--- src/rtl/pulse_stretch.sv ---
// Stretches single-cycle event pulses into fixed-length LED flashes separated by a
// mandatory dark gap; events arriving mid-flash are queued in a saturating counter.
module pulse_stretch #(
  parameter int HOLD_CYCLES = 20,
  parameter int GAP_CYCLES  = 10,
  parameter int PEND_W      = 3
) (
  input  logic              clk,
  input  logic              rstn,
  input  logic              pulse_in,
  input  logic              clr_ovf,
  output logic              led_out,
  output logic              busy,
  output logic [PEND_W-1:0] pend_cnt,
  output logic              overflow
);

  localparam int CNT_W = 20;
  localparam logic [CNT_W-1:0] HOLD_LOAD = CNT_W'(HOLD_CYCLES - 1);
  localparam logic [CNT_W-1:0] GAP_LOAD  = CNT_W'(GAP_CYCLES - 1);
  localparam logic [PEND_W-1:0] PEND_MAX = {PEND_W{1'b1}};

  typedef enum logic [1:0] {
    IDLE = 2'd0,
    HOLD = 2'd1,
    GAP  = 2'd2
  } state_t;

  // Current FSM state, kept as a named signal so checkers can bind to it.
  state_t           state;
  logic             pulse_d;
  logic [CNT_W-1:0] cnt;

  logic evt;
  logic cnt_zero;
  logic enq;
  logic deq;

  always_comb begin
    evt      = pulse_in & ~pulse_d;
    cnt_zero = (cnt == '0);
    enq      = evt && ((state == HOLD) || ((state == GAP) && !cnt_zero));
    // Queue-driven restart with no fresh event consumes one queued entry; a
    // coinciding event either replaces the consumed entry or is served directly.
    deq      = (state == GAP) && cnt_zero && (pend_cnt != '0) && !evt;
  end

  always_ff @(posedge clk or negedge rstn) begin
    if (!rstn) begin
      state    <= IDLE;
      pulse_d  <= 1'b0;
      cnt      <= '0;
      led_out  <= 1'b0;
      busy     <= 1'b0;
      pend_cnt <= '0;
      overflow <= 1'b0;
    end else begin
      pulse_d <= pulse_in;

      // A drop on the same edge overrides the clear below.
      if (clr_ovf) overflow <= 1'b0;
      if (enq) begin
        if (pend_cnt == PEND_MAX) overflow <= 1'b1;
        else                      pend_cnt <= pend_cnt + 1'b1;
      end else if (deq) begin
        pend_cnt <= pend_cnt - 1'b1;
      end

      case (state)
        IDLE: begin
          if (evt) begin
            state   <= HOLD;
            led_out <= 1'b1;
            busy    <= 1'b1;
            cnt     <= HOLD_LOAD;
          end
        end
        HOLD: begin
          if (!cnt_zero) begin
            cnt <= cnt - 1'b1;
          end else begin
            state   <= GAP;
            led_out <= 1'b0;
            cnt     <= GAP_LOAD;
          end
        end
        GAP: begin
          if (!cnt_zero) begin
            cnt <= cnt - 1'b1;
          end else if ((pend_cnt != '0) || evt) begin
            state   <= HOLD;
            led_out <= 1'b1;
            cnt     <= HOLD_LOAD;
          end else begin
            state <= IDLE;
            busy  <= 1'b0;
          end
        end
        default: begin
          state   <= IDLE;
          led_out <= 1'b0;
          busy    <= 1'b0;
          cnt     <= '0;
        end
      endcase
    end
  end

endmodule

--- config.mk ---
export PLATFORM = sky130hd
export DESIGN_NAME = pulse_stretch
export DESIGN_NICKNAME = d
export VERILOG_FILES = /design/src/rtl/pulse_stretch.sv
export SDC_FILE = /design/constraint.sdc
export NUM_CORES = 1
export LEC_CHECK = 0
export BUFFER_PORTS_ARGS = -buffer_cell sky130_fd_sc_hd__buf_2
export CORE_AREA = 8 8 88 90
export DETAILED_ROUTE_END_ITERATION = 6
export DIE_AREA = 0 0 96 98
export MAX_ROUTING_LAYER = met4
export PLACE_DENSITY = 0.5
export SETUP_SLACK_MARGIN = 0.5
export SYNTH_ARGS = -nofsm -noshare
export SYNTH_HDL_FRONTEND = slang
export SYNTH_SLANG_ARGS = --single-unit
export TNS_END_PERCENT = 1
--- constraint.sdc ---
create_clock -name clk -period 4.7 [get_ports clk]
set_input_delay 0.235 -clock clk [delete_from_list [all_inputs] [get_ports clk]]
set_output_delay 0.235 -clock clk [all_outputs]
set_load 0.02 [all_outputs]
Word-level counts from Yosys, hierarchy flattened
Cells that the tools add are included.
{"block": "totals", "word_cells": 65, "regBits": 29}
{"block": "op_classes", "n_bitwise": 3, "addsub": 3, "eq_ne": 10, "n_reduce_logical": 18, "n_mux": 24}
{"op": "20-bit 2-to-1 mux", "count": 4}
{"op": "20-bit one-hot mux with 3 select lines", "count": 1}
{"op": "20-bit logical NOT", "count": 1}
{"op": "20-bit by 1-bit subtractor with 20-bit output (second input constant)", "count": 1}
{"op": "1-bit 2-to-1 mux", "count": 10}
{"op": "2-bit != test (second input constant)", "count": 5}
{"op": "3-bit 2-to-1 mux", "count": 3}
{"op": "4-bit AND reduction", "count": 2}
{"op": "2-bit 2-to-1 mux", "count": 3}
{"op": "1-bit one-hot mux with 3 select lines", "count": 2}
{"op": "2-bit one-hot mux with 3 select lines", "count": 1}
{"op": "1-bit logical AND", "count": 5}
{"op": "2-bit AND reduction", "count": 2}
{"op": "3-bit by 1-bit adder with 3-bit output (second input constant)", "count": 1}
{"op": "3-bit == test (second input constant)", "count": 1}
{"op": "3-bit by 2-bit != test with 1-bit output (second input constant)", "count": 1}
{"op": "3-bit AND reduction", "count": 1}
{"op": "3-bit nonzero test", "count": 1}
{"op": "3-bit by 1-bit subtractor with 3-bit output (second input constant)", "count": 1}
{"op": "2-bit by 1-bit == test with 1-bit output (second input constant)", "count": 1}
{"op": "2-bit == test (second input constant)", "count": 1}
{"op": "1-bit logical NOT", "count": 2}
{"op": "2-bit logical NOT", "count": 1}
{"op": "1-bit logical OR", "count": 2}
{"op": "4 further kinds", "count": 5}

Depth between registers and ports, before layout
{"block": "logic_depth", "depth_word": 7, "ltp_mapped": 11, "ltp_nobuf": 11}

Least setup slack after synthesis
No wires, ideal clock.
{"block": "synth_timing", "path_type": "reg-to-reg", "from": "reg cnt[11]", "to": "reg pend_cnt[1]", "arrival_time_ps": 2492, "setup_ps": 134, "path_stages_with_launch": 10, "required_ps": 4566, "slack_ps": 2075, "cell_sequence": "dfrtp_1 or4_4 or2_4 o31a_2 inv_1 fa_1 inv_1 nor3_1 o21ai_0 o211ai_1"}
{"block": "synth_between", "elab_chain_cells": 7, "word_cells_on_any_way": 12}
{"item": "from (decl)", "line": "32", "source": "logic [CNT_W-1:0] cnt;"}
{"item": "from (signal assigned)", "line": "80", "source": "cnt <= cnt - 1'b1;"}
{"item": "from (signal assigned)", "line": "89", "source": "cnt <= cnt - 1'b1;"}
{"item": "20-bit logical NOT (*)", "line": "41", "source": "cnt_zero = (cnt == '0);"}
{"item": "1-bit logical NOT"}
{"item": "1-bit logical AND", "line": "42", "source": "enq = evt && ((state == HOLD) || ((state == GAP) && !cnt_zero));"}
{"item": "1-bit logical OR", "line": "42"}
{"item": "1-bit logical AND", "line": "42"}
{"item": "2-bit != test (no line) or 2-bit nonzero test (tied branches)"}
{"item": "2-bit AND reduction (no line)"}
{"item": "to (signal assigned)", "line": "64", "source": "else pend_cnt <= pend_cnt + 1'b1;"}
{"item": "to (signal assigned)", "line": "66", "source": "pend_cnt <= pend_cnt - 1'b1;"}
{"item": "to (decl)", "line": "14", "source": "output logic [PEND_W-1:0] pend_cnt,"}
Every way passes the cells marked *; elsewhere a longest branch is shown, timed or not.
A chain may end at the register's enable or synchronous reset.

Worst setup path after layout
{"block": "layout_timing", "from": "reg cnt[11]", "to": "reg led_out"}
{"block": "layout_between", "elab_chain_cells": 3, "word_cells_on_any_way": 4}
{"item": "20-bit logical NOT (*)", "line": "41"}
{"item": "2-bit != test (no line)"}
{"item": "4-bit AND reduction (no line) (*)"}
{"item": "to (signal assigned)", "line": "53", "source": "led_out <= 1'b0;"}
{"item": "to (signal assigned)", "line": "73", "source": "led_out <= 1'b1;"}
{"item": "to (signal assigned)", "line": "83", "source": "led_out <= 1'b0;"}
{"item": "to (decl)", "line": "12", "source": "output logic led_out,"}
Marks and branches as above.

==> impl_metrics.csv <==
group,metric,value,unit
grt,antenna_found_initial,0,
logic_synthesis,yosys_warnings,0,
routing,first_pass_iters,4,
clock_network,cts_buffers,5,
clock_network,cts_root_buffer,"clkbuf_8",
placement,placedCellCount,280,
worst_setup_path,cpPeakStageDelay,920,ps
worst_setup_path,path_cells,"or4_4, nor2_2, a21oi_2, nor4_4, mux2_4",
sta,maxSlewHeadroom,31.5,%
worst_setup_path,worstPathRequired,4870,ps
power_and_ir_drop,ir_worst_vdd,0.000194,V
sta,drv_slew,0,
logic_synthesis,synth_fp_nets,204,
outcome,violations,"negative hold slack",
worst_setup_path,cp.buffers_inverters,0,
routing,vias,1569,
power_and_ir_drop,p_leak,0.802,nW
grt,grt_max_degree,30,
cells_and_area,diodes,0,
clock_network,tritoncts,"yes",
cells_and_area,post-route-util,31.2,%
job,cap_violations,0,
outcome,status,"finished with violations",
logic_synthesis,postSynth.asyncResetShare,100,%
worst_hold_path,hold_class,"primary input to async pin",
grt,grt_pass1_wl,7.94,mm
clock_network,cts_resized,0,
clock_network,cts_setup_buffers,0,
worst_setup_path,critPathLaunch,"cnt[11]",
die,pin_count,10,
worst_setup_path,criticalPathCategory,"flop to flop",
sta,fin_hold_ws,-16.3,ps
grt,use_met2,14.7,%
worst_setup_path,worstReg2RegStart,"cnt[11]",
die,die_x,96,um
sta,worst_slew_pin_slew,1020,ps
logic_synthesis,synth-seq-area-share,39.5,%
worst_setup_path,path_depth,5,
power_and_ir_drop,cellPowerDensity,661,nW/um2
die,coreArea,6490,um2
sta,final.setup_skew,9.65,ps
sta,finalHoldViolations,10,
grt,top_usage_layer,"met1",
placement,gp_congestion,0.814,
die,die_h,98,um
logic_synthesis,syn_area,1840,um2
sta,fmax,348,MHz
clock_network,cts.sinks,29,
sta,min_period_over_period,61.1,%
worst_setup_path,cp-start-kind,"flop",
cells_and_area,syn_to_final_growth,10.4,%
sta,fin_crit,2870,ps
clock_network,cts_max_level,2,
grt,grt_pass1_vias,1554,
worst_setup_path,slowest_stage,"nor4_4",
logic_synthesis,synth-seq-cells,29,
clock_network,hold_buffers,0,
routing,routed_via_density,5.45,
routing,wl,4.69,mm
grt,met1_usage,15.0,%
sta,setup_violations,0,
cells_and_area,nets,214,
grt,overflow,0,
die,dieArea,9410,um2
cells_and_area,fin_cells,288,
worst_setup_path,path_delay_family,"simple AND/OR/NAND/NOR gates",
routing,drcViolationCount,0,
clock_network,clk_pin_slew_worst_paths,70,ps
routing,drt-initial-drc-count,123,
placement,portBuffers,9,
cells_and_area,fillers,683,
logic_synthesis,ys_types,53,
logic_synthesis,synth_cells,197,
die,initial_utilization,28.3,%
grt,met3_usage,2.38,%
placement,dp_hpwl,3.12,mm
routing,post_drt_wl_per_cell,16.3,um
grt,grt_usage,11.0,%
cells_and_area,layout-drive-gt1-share,15.9,%
worst_setup_path,crit_path_end_kind,"flop",
die,rows,30,
worst_setup_path,ff2ff_path_depth,5,
logic_synthesis,ys.flop_type,"dfrtp_1",
logic_synthesis,synth_edf_count,0,
sta,fin_tns_setup,0,ps
worst_setup_path,path_max_fanout,17,
clock_network,clk_path_buf_depth,2,
worst_setup_path,worstPathArrival,3040,ps
routing,ant_nets,0,
logic_synthesis,syn_avg_cell_area,9.32,um2
sta,rsz0062_at_grt,"false",
clock_network,clock_latency,290,ps
## stage by stage
| stage | setup WS, ps | total power, mW | cell area [um2] | hold WS [ps] |
|---|---|---|---|---|
| floorplan | 2070 | 0.976 | 1840 | -60.6 |
| global placement | 1880 | 1.14 | 1950 | 333 |
| detailed placement | 1820 | 1.14 | 1950 | 323 |
| CTS | 1830 | 1.35 | 2030 | 13.6 |
| global route | 1670 | 1.45 | 2030 | 39.1 |
| finish | 1830 | 1.34 | 2030 | -16.3 |
## layout by cell type, fill, tap and decap left out, types with 2 or more instances in the layout
cell / count
a21o_1: 3
a21oi_1: 23
a22oi_1: 2
a31oi_1: 2
and3_1: 2
buf_2: 9
clkbuf_1: 3
clkbuf_8: 5
dfrtp_1: 29
ha_1: 2
inv_1: 10
mux2_4: 2
nand2_1: 8
nand2b_1: 3
nand3_1: 3
nand4b_1: 4
nor2_1: 11
nor2b_1: 2
nor3_1: 9
nor4_1: 4
o211ai_1: 2
o21ai_0: 10
o21ai_1: 2
o22ai_1: 2
o31ai_1: 5
o41ai_1: 3
or2_2: 2
or2_4: 2
or3_1: 12
or4_1: 7
or4_4: 2
## kinds of logic (layout without fill, tap and decap cells)
| kind of cell | count (synthesis) | after routing | share of synthesized area [%] |
|---|---|---|---|
| flip-flops | 29 | 29 | 39.5 |
| AO/OA/AOI/OAI | 66 | 66 | 24.4 |
| multiplexers | 2 | 2 | 1.63 |
| buffers and inverters | 17 | 28 | 4.29 |
| AND/OR/NAND/NOR | 79 | 79 | 27.2 |
| adder cells (fa/ha/maj) | 4 | 4 | 3.00 |
## state kept, by name, summed over array words and instances, names as in the netlist
name,cells
led_out,1
busy,1
cnt,20
pend_cnt,3
pulse_d,1
overflow,1
state,2
## final cells by class
cell class	count	area (um2)	area share (%)
well taps	80	100	4.94
repair buffers	10	52.6	2.59
inverters	10	37.5	1.85
flip-flops and latches	29	726	35.8
clock buffers	8	80.1	3.95
multi-input cells	151	1030	50.9
## worst reg2reg max path, stage by stage, from the launching register on
cell and delay (ps):
dfrtp_1 430, or4_4 600, nor2_2 300, a21oi_2 150, nor4_4 920, mux2_4 350
## where the power goes
group          switching, mW  leakage [nW]  internal, mW  total, mW
combinational          0.437         0.399         0.268      0.705
clock                 0.0980        0.0395         0.105      0.203
sequential             0.102         0.363         0.330      0.433
total                  0.637         0.802         0.704       1.34
## per-layer routing
metal / wire length [um] / vias up
li1: - / 774
met3: 121 / 4
met2: 2110 / 22
met4: 61 / 0
met5: 0 / -
met1: 2390 / 769
## synth_stat cells (all sizes together), types with 2 or more instances
cell type	n	area share (%)
or4	9	4.1
o311ai	2	1.9
clkbuf	4	0.82
and3	2	0.68
o31ai	6	2.7
nor3	9	2.5
and2	2	0.68
a31oi	2	0.68
or2	4	1.6
nor2	12	2.6
a21oi	24	6.7
ha	2	1.4
nor4	6	3.2
nand2	8	1.6
buf	3	1.4
nor2b	2	0.68
a22oi	2	0.82
nand2b	3	1.0
o21ai	12	3.3
or3	12	4.1
o22ai	2	0.68
o31a	2	1.0
dfrtp	29	40
o211ai	2	0.82
mux2	2	1.6
o41ai	3	1.4
inv	10	2.0
nand3	3	0.82
nand4b	4	1.9
a21o	3	1.2
## final timing paths
kind	to	slack (ps)
hold / removal	cnt[12]	-20
min in group clk	pulse_d	70
max in group asynchronous	busy	4240
hold reg to reg	overflow	540
setup reg to reg	led_out	1830
setup / recovery	led_out	1830
No activity file was read; power rests on OpenSTA's default activity.
